`config.mk`:
```
export PLATFORM = sky130hd
export DESIGN_NAME = spi_apb_master_bridge
export DESIGN_NICKNAME = d
export VERILOG_FILES = /design/src/rtl/spi_apb_master_bridge.sv
export SDC_FILE = /design/constraint.sdc
export NUM_CORES = 1
export LEC_CHECK = 0
export CORE_MARGIN = 2
export CORE_UTILIZATION = 55
export CTS_CLUSTER_SIZE = 30
export DETAILED_ROUTE_END_ITERATION = 8
export PLACE_DENSITY_LB_ADDON = 0.25
export SLEW_MARGIN = 20
export SYNTH_ARGS = -nofsm -noshare
export SYNTH_HDL_FRONTEND = slang
export SYNTH_SLANG_ARGS = --single-unit
```
`constraint.sdc`:
```
create_clock -name clk_i -period 5.6 [get_ports clk_i]
set_input_delay 0.84 -clock clk_i [delete_from_list [all_inputs] [get_ports clk_i]]
set_output_delay 0.84 -clock clk_i [all_outputs]
set_load 0.02 [all_outputs]
```
`src/rtl/spi_apb_master_bridge.sv`:
```
// APB3 completer around an 8-bit SPI mode-0 master (MSB first, one frame per START).
// Optional: define SPI_APB_IRQ_EN to add the registered irq_o = DONE & IE output.
module spi_apb_master_bridge #(
   parameter logic [7:0] CLKDIV_RST = 8'd1
) (
   input  logic        clk_i,
   input  logic        rst_i,
   input  logic        psel_i,
   input  logic        penable_i,
   input  logic        pwrite_i,
   input  logic [4:0]  paddr_bi,
   input  logic [31:0] pwdata_bi,
   output logic [31:0] prdata_bo,
   output logic        pready_o,
   output logic        pslverr_o,
`ifdef SPI_APB_IRQ_EN
   output logic        irq_o,
`endif
   input  logic        spi_miso_i,
   output logic        spi_mosi_o,
   output logic        spi_sclk_o,
   output logic        spi_cs_o
);

   typedef enum logic [2:0] {S_IDLE, S_LEAD, S_HIGH, S_LOW, S_TRAIL} state_t;

   localparam logic [2:0] A_CTRL   = 3'd0;
   localparam logic [2:0] A_STATUS = 3'd1;
   localparam logic [2:0] A_TX     = 3'd2;
   localparam logic [2:0] A_RX     = 3'd3;
   localparam logic [2:0] A_DIV    = 3'd4;

   state_t     state_q, state_d;
   logic [7:0] cnt_q, cnt_d;
   logic [7:0] div_q, div_d;
   logic [3:0] bit_q, bit_d;
   logic [7:0] txsh_q, txsh_d;
   logic [7:0] rxsh_q, rxsh_d;
   logic [7:0] txdata_q, txdata_d;
   logic [7:0] rxdata_q, rxdata_d;
   logic [7:0] clkdiv_q, clkdiv_d;
   logic       ie_q, ie_d;
   logic       done_q, done_d;
   logic       err_q, err_d;
   logic       cs_q, cs_d;
   logic       sclk_q, sclk_d;
   logic       mosi_q, mosi_d;

   logic       acc, wr, busy, phase_end, err_set;
   logic       wr_ctrl, wr_status, wr_tx, wr_div, start_req;
   logic [2:0] sel;
   logic       unused_bits;

   assign unused_bits = &{1'b0, paddr_bi[1:0], pwdata_bi[31:8]};

   assign acc       = psel_i & penable_i;
   assign wr        = acc & pwrite_i;
   assign sel       = paddr_bi[4:2];
   assign busy      = (state_q != S_IDLE);
   assign phase_end = (cnt_q == 8'd0);
   assign wr_ctrl   = wr && (sel == A_CTRL);
   assign wr_status = wr && (sel == A_STATUS);
   assign wr_tx     = wr && (sel == A_TX);
   assign wr_div    = wr && (sel == A_DIV);
   assign start_req = wr_ctrl & pwdata_bi[0];

   assign pready_o   = 1'b1;
   assign pslverr_o  = acc && (sel > A_DIV);
   assign spi_cs_o   = cs_q;
   assign spi_sclk_o = sclk_q;
   assign spi_mosi_o = mosi_q;

   always_comb begin
      prdata_bo = 32'd0;
      if (acc) begin
         case (sel)
            A_CTRL:   prdata_bo = {30'd0, ie_q, 1'b0};
            A_STATUS: prdata_bo = {29'd0, err_q, done_q, busy};
            A_TX:     prdata_bo = {24'd0, txdata_q};
            A_RX:     prdata_bo = {24'd0, rxdata_q};
            A_DIV:    prdata_bo = {24'd0, clkdiv_q};
            default:  prdata_bo = 32'd0;
         endcase
      end
   end

   always_comb begin
      // NOTE: every _d starts as its _q so no path through this block can infer a latch.
      state_d  = state_q;
      cnt_d    = cnt_q;
      div_d    = div_q;
      bit_d    = bit_q;
      txsh_d   = txsh_q;
      rxsh_d   = rxsh_q;
      txdata_d = txdata_q;
      rxdata_d = rxdata_q;
      clkdiv_d = clkdiv_q;
      ie_d     = ie_q;
      done_d   = done_q;
      err_d    = err_q;
      cs_d     = cs_q;
      sclk_d   = sclk_q;
      mosi_d   = mosi_q;
      err_set  = 1'b0;

      if (wr_ctrl) begin
         ie_d = pwdata_bi[1];
         if (pwdata_bi[0] && busy) err_set = 1'b1;
      end
      if (wr_tx) begin
         if (busy) err_set = 1'b1;
         else      txdata_d = pwdata_bi[7:0];
      end
      if (wr_div) begin
         if (busy) err_set = 1'b1;
         else      clkdiv_d = pwdata_bi[7:0];
      end
      if (wr_status) begin
         if (pwdata_bi[1]) done_d = 1'b0;
         if (pwdata_bi[2]) err_d  = 1'b0;
      end
      // Sets are applied after the W1C clears so a same-cycle set wins.
      if (err_set) err_d = 1'b1;

      case (state_q)
         S_IDLE: begin
            if (start_req) begin
               state_d = S_LEAD;
               cs_d    = 1'b0;
               txsh_d  = txdata_q;
               mosi_d  = txdata_q[7];
               cnt_d   = clkdiv_q;
               div_d   = clkdiv_q;
               bit_d   = 4'd0;
            end
         end
         S_LEAD, S_LOW: begin
            if (phase_end) begin
               sclk_d  = 1'b1;
               rxsh_d  = {rxsh_q[6:0], spi_miso_i};
               cnt_d   = div_q;
               state_d = S_HIGH;
            end else begin
               cnt_d = cnt_q - 8'd1;
            end
         end
         S_HIGH: begin
            if (phase_end) begin
               sclk_d = 1'b0;
               bit_d  = bit_q + 4'd1;
               cnt_d  = div_q;
               if (bit_q == 4'd7) begin
                  state_d = S_TRAIL;
               end else begin
                  txsh_d  = {txsh_q[6:0], 1'b0};
                  mosi_d  = txsh_q[6];
                  state_d = S_LOW;
               end
            end else begin
               cnt_d = cnt_q - 8'd1;
            end
         end
         S_TRAIL: begin
            if (phase_end) begin
               cs_d     = 1'b1;
               rxdata_d = rxsh_q;
               done_d   = 1'b1;
               state_d  = S_IDLE;
            end else begin
               cnt_d = cnt_q - 8'd1;
            end
         end
         default: state_d = S_IDLE;
      endcase
   end

   always_ff @(posedge clk_i) begin
      // NOTE: state registers use non-blocking assignment so all flops update together.
      if (rst_i) begin
         state_q  <= S_IDLE;
         cnt_q    <= 8'd0;
         div_q    <= 8'd0;
         bit_q    <= 4'd0;
         txsh_q   <= 8'd0;
         rxsh_q   <= 8'd0;
         txdata_q <= 8'd0;
         rxdata_q <= 8'd0;
         clkdiv_q <= CLKDIV_RST;
         ie_q     <= 1'b0;
         done_q   <= 1'b0;
         err_q    <= 1'b0;
         cs_q     <= 1'b1;
         sclk_q   <= 1'b0;
         mosi_q   <= 1'b0;
      end else begin
         state_q  <= state_d;
         cnt_q    <= cnt_d;
         div_q    <= div_d;
         bit_q    <= bit_d;
         txsh_q   <= txsh_d;
         rxsh_q   <= rxsh_d;
         txdata_q <= txdata_d;
         rxdata_q <= rxdata_d;
         clkdiv_q <= clkdiv_d;
         ie_q     <= ie_d;
         done_q   <= done_d;
         err_q    <= err_d;
         cs_q     <= cs_d;
         sclk_q   <= sclk_d;
         mosi_q   <= mosi_d;
      end
   end

`ifdef SPI_APB_IRQ_EN
   logic irq_q;

   always_ff @(posedge clk_i) begin
      if (rst_i) irq_q <= 1'b0;
      else       irq_q <= done_q & ie_q;
   end

   assign irq_o = irq_q;
`endif

endmodule

```
==> metrics.md <==
| Metric | Value |
|---|---|
| Crit path arrival time | 3.42 ns |
| Peak VDD IR | 0.286 mV |
| Max-slew violation count | 0 |
| PortBufs | 28 |
| Unrepaired setup endpoints after global routing | no |
| Crit path from | paddr_bi[2] |
| Critical Path RT | 4.76 ns |
| Synthesized flop and latch total | 68 |
| Crit-path cells | clkdlybuf4s50_1 -> nor2_1 -> and2_0 -> a21oi_1 -> nor2_1 -> clkdlybuf4s50_1 |
| Seq pwr share | 38.3% |
| Non-filler cells, final | between 500 and 600 |
| Setup Buffers After CTS | 0 |
| Io pins | 80 |
| Die height | between 80 and 90 um |
| Post-Place Cells | between 500 and 600 |
| Clock share of power | between 20% and 30% |
| Final net count | around 500 |
| 1st-iter DRT viols | 300 |
| Internal | around 920 uW |
| DR WL/cell | 15.8 um |
| CP bufs+invs | 2 |
| Hold slack | between 0.4 and 0.5 ns |
| Startpoint class of the critical path | input pin |
| Syn_area_per_cell | ~8.0 um2 |
| Mapped Cells | around 450 |
| Switch share | between 30 and 40% |
| Ys flop type | dfxtp_1 |
| Diodes inserted | 0 |
| Dominant cell type by area after synthesis | dfxtp_1 |
| Static leakage | 1.51 nW |
| Core Region | approximately 6400 um2 |
| Final setup fails | 0 |
| Post-synthesis sequential area ratio | ~37% |
| Vias in the first global route | a little under 3,000 |
| Rows | 29 |
| Total gr overflow | 0 |
| Worst R2R Start | cnt_q[0]$_SDFFE_PP0P_ |
| Worst hold path type | flip-flop to flip-flop |
| Num CTS Buffers | 9 |
| Asr flop ratio synth | 0% |
| CP max-delay cell | clkdlybuf4s50_1 |
| Status | completed |
| Count of cell types in the netlist | 58 |
| Dpl hpwl | slightly below 6 mm |
| Clock skew | 0.00759 ns |
| Largest net degree at the start of global routing | 70 |
| Hold_sp | rxsh_q[7]$_SDFFE_PP0P_ |
| Final min period | around 4.3 ns |
| CTS tree | done |
| H-tree depth | 3 |
| Number of synthesized flops with an enable pin | 0 |
| Yosys warnings | 0 |
| Final Hold Viols | 0 |
| Synth top area share | a little under two fifths |
| Worst slew pin tran | 0.922 ns |
| Clock Tree Buf Depth | 2 |
| Top Family by Delay on Critical Path | buffers and inverters |
| CTS Root Cell | clkbuf_8 |
| Cell Pwr Density | around 360 nW/um2 |
| Post-Route WL | about 8.6 mm |
| Normalized max-slew margin | about 38% |
| Layout cells sized above 1 | under 10% |
| Max Cap Viol | 0 |
| Starting Density | a little under three fifths |
| CTS Hold Bufs | 0 |
| DR pass1 iterations | 6 |
| Setup TNS | 0 ns |
| Max Fclk | about 230 MHz |
| Clock Pin Slew Worst Setup and Hold Paths | around 0.080 ns |
| Layout overhead on the synthesized area | 9.34% |
| Synthesized area | about 3600 um2 |
| GPL Wtd Cong | 0.888 |
| CTS resizes | 0 |
| First-pass GRT wire length | roughly 14 mm |
| Die area | approximately 7300 um2 |
| Clk Latency, worst-skew pair | 0.34 ns |
| Final worst path period share | approximately 76% |
| DRT antenna net count | 0 |
| CP Capture Type | primary output |
| Chip width | around 85 um |
| Combinational power share | 32.1% |
| Clock Sinks | just under 70 |
| DRC Markers | 0 |
| Via Count | 3,233 |
| Largest stage delay on the critical path | roughly 0.75 ns |
| Initial antenna violation count | 0 |
| Synth area leaders | dfxtp_1, mux2i_1, a21oi_1 |
| Via density | 5.96 |
| WS Path Type | input pin to primary output |
| GRT Resource Usage Total | about a quarter |
| Worst Path Max Fanout | 18 |
| NetSw | roughly 520 uW |
==> synth_stat cells, types with 5 or more instances <==
| cell type | n |
|---|---|
| a211oi_1 | 10 |
| a21oi_1 | 43 |
| a31oi_1 | 5 |
| and3_1 | 6 |
| buf_4 | 26 |
| clkbuf_1 | 22 |
| dfxtp_1 | 68 |
| inv_1 | 6 |
| mux2i_1 | 32 |
| nand2_1 | 51 |
| nand3_1 | 24 |
| nor2_1 | 53 |
| nor3_1 | 9 |
| o21ai_0 | 12 |
==> flip-flops by register name (all words and copies together), names as in the netlist <==
signal and cells:
spi_mosi_o 1, rxsh_q 8, done_q 1, txsh_q 7, clkdiv_q 8, state_q 3, rxdata_q 8, div_q 8
err_q 1, bit_q 4, spi_cs_o 1, cnt_q 8, ie_q 1, spi_sclk_o 1, txdata_q 8
==> layout by cell type, fill, tap and decap left out, types with 3 or more instances in the layout <==
cell / count
a21oi_1: 43
buf_4: 3
a211oi_1: 10
nor2b_1: 4
nand4_1: 3
conb_1: 25
and3_1: 6
a22oi_1: 4
clkbuf_8: 11
a31oi_1: 5
o21ai_0: 12
nor3_1: 9
o31ai_1: 4
inv_1: 6
nand3_1: 24
a311oi_1: 4
nor2_1: 53
clkdlybuf4s50_1: 27
dfxtp_1: 68
mux2i_1: 32
nor3b_1: 3
nand2b_1: 4
nand2_1: 51
o211ai_1: 4
xor2_1: 4
==> cell type report <==
| class | instances | area (um2) |
|---|---|---|
| Fill cell | 575 | 2400 |
| Multi-Input combinational cell | 344 | 2000 |
| Sequential cell | 68 | 1360 |
| Timing Repair Buffer | 31 | 298 |
| Clock buffer | 11 | 151 |
| Tap cell | 77 | 96.3 |
| Clock inverter | 5 | 58.8 |
| Inverter | 6 | 22.5 |
==> power groups by stage <==
stage	combinational, mW	sequential (mW)	clock (mW)
global placement	0.441	0.559	0
detailed placement	0.449	0.560	0
finish	0.462	0.551	0.426
global route	0.501	0.556	0.456
floorplan	0.401	0.550	0
CTS	0.452	0.549	0.428
==> routing by layer <==
metal / vias to the layer above / routed length [um] / GRT usage, %
met3: 29 / 499 / 5.16
met1: 1508 / 3930 / 33.7
met5: - / 0 / 0
met2: 137 / 3880 / 37.4
met4: 0 / 259 / 8.80
li1: 1559 / - / -
==> cells by family after synthesis <==
family / synth area share [%]
AOI/OAI and AO/OA: 17.4
xor gates and xnor gates: 1.44
adders and majority gates: 0.687
buffers and inverters: 10.2
DFF: 37.4
muxes: 9.82
other: 0.206
and+or+nand+nor: 22.8
==> worst register-to-register path, cell delays in order, from the launching register on <==
cell and delay [ns]:
dfxtp_1 0.37, inv_1 0.08, ha_1 0.27, or4b_4 0.56
o31ai_1 0.31, and3_1 0.55, nor2_1 0.09, a211oi_1 0.23
==> per-stage QoR <==
| stage | util (%) | total power [mW] | setup WS, ns | area [um2] |
|---|---|---|---|---|
| 2_1_floorplan | - | 0.951 | 2.72 | 3730 |
| 3_3_place_gp | 59.1 | 1.00 | 1.41 | 3770 |
| 3_5_place_dp | 59.1 | 1.01 | 1.38 | 3770 |
| 4_1_cts | 62.4 | 1.43 | 1.38 | 3980 |
| 5_1_grt | 62.4 | 1.51 | 1.12 | 3980 |
| 6_report | 62.4 | 1.44 | 1.34 | 3980 |
==> worst paths after layout <==
| kind | to | slack [ns] | cells after the start |
|---|---|---|---|
| min reg2reg | rxsh_q[7]$_SDFFE_PP0P_ | 0.46 | 2 |
| max | prdata_bo[5] | 1.34 | 6 |
| min | rxsh_q[7]$_SDFFE_PP0P_ | 0.46 | 2 |
| max reg2reg | txsh_q[1]$_SDFFE_PP0P_ | 3.05 | 7 |
No activity file was read; power rests on OpenSTA's default activity.
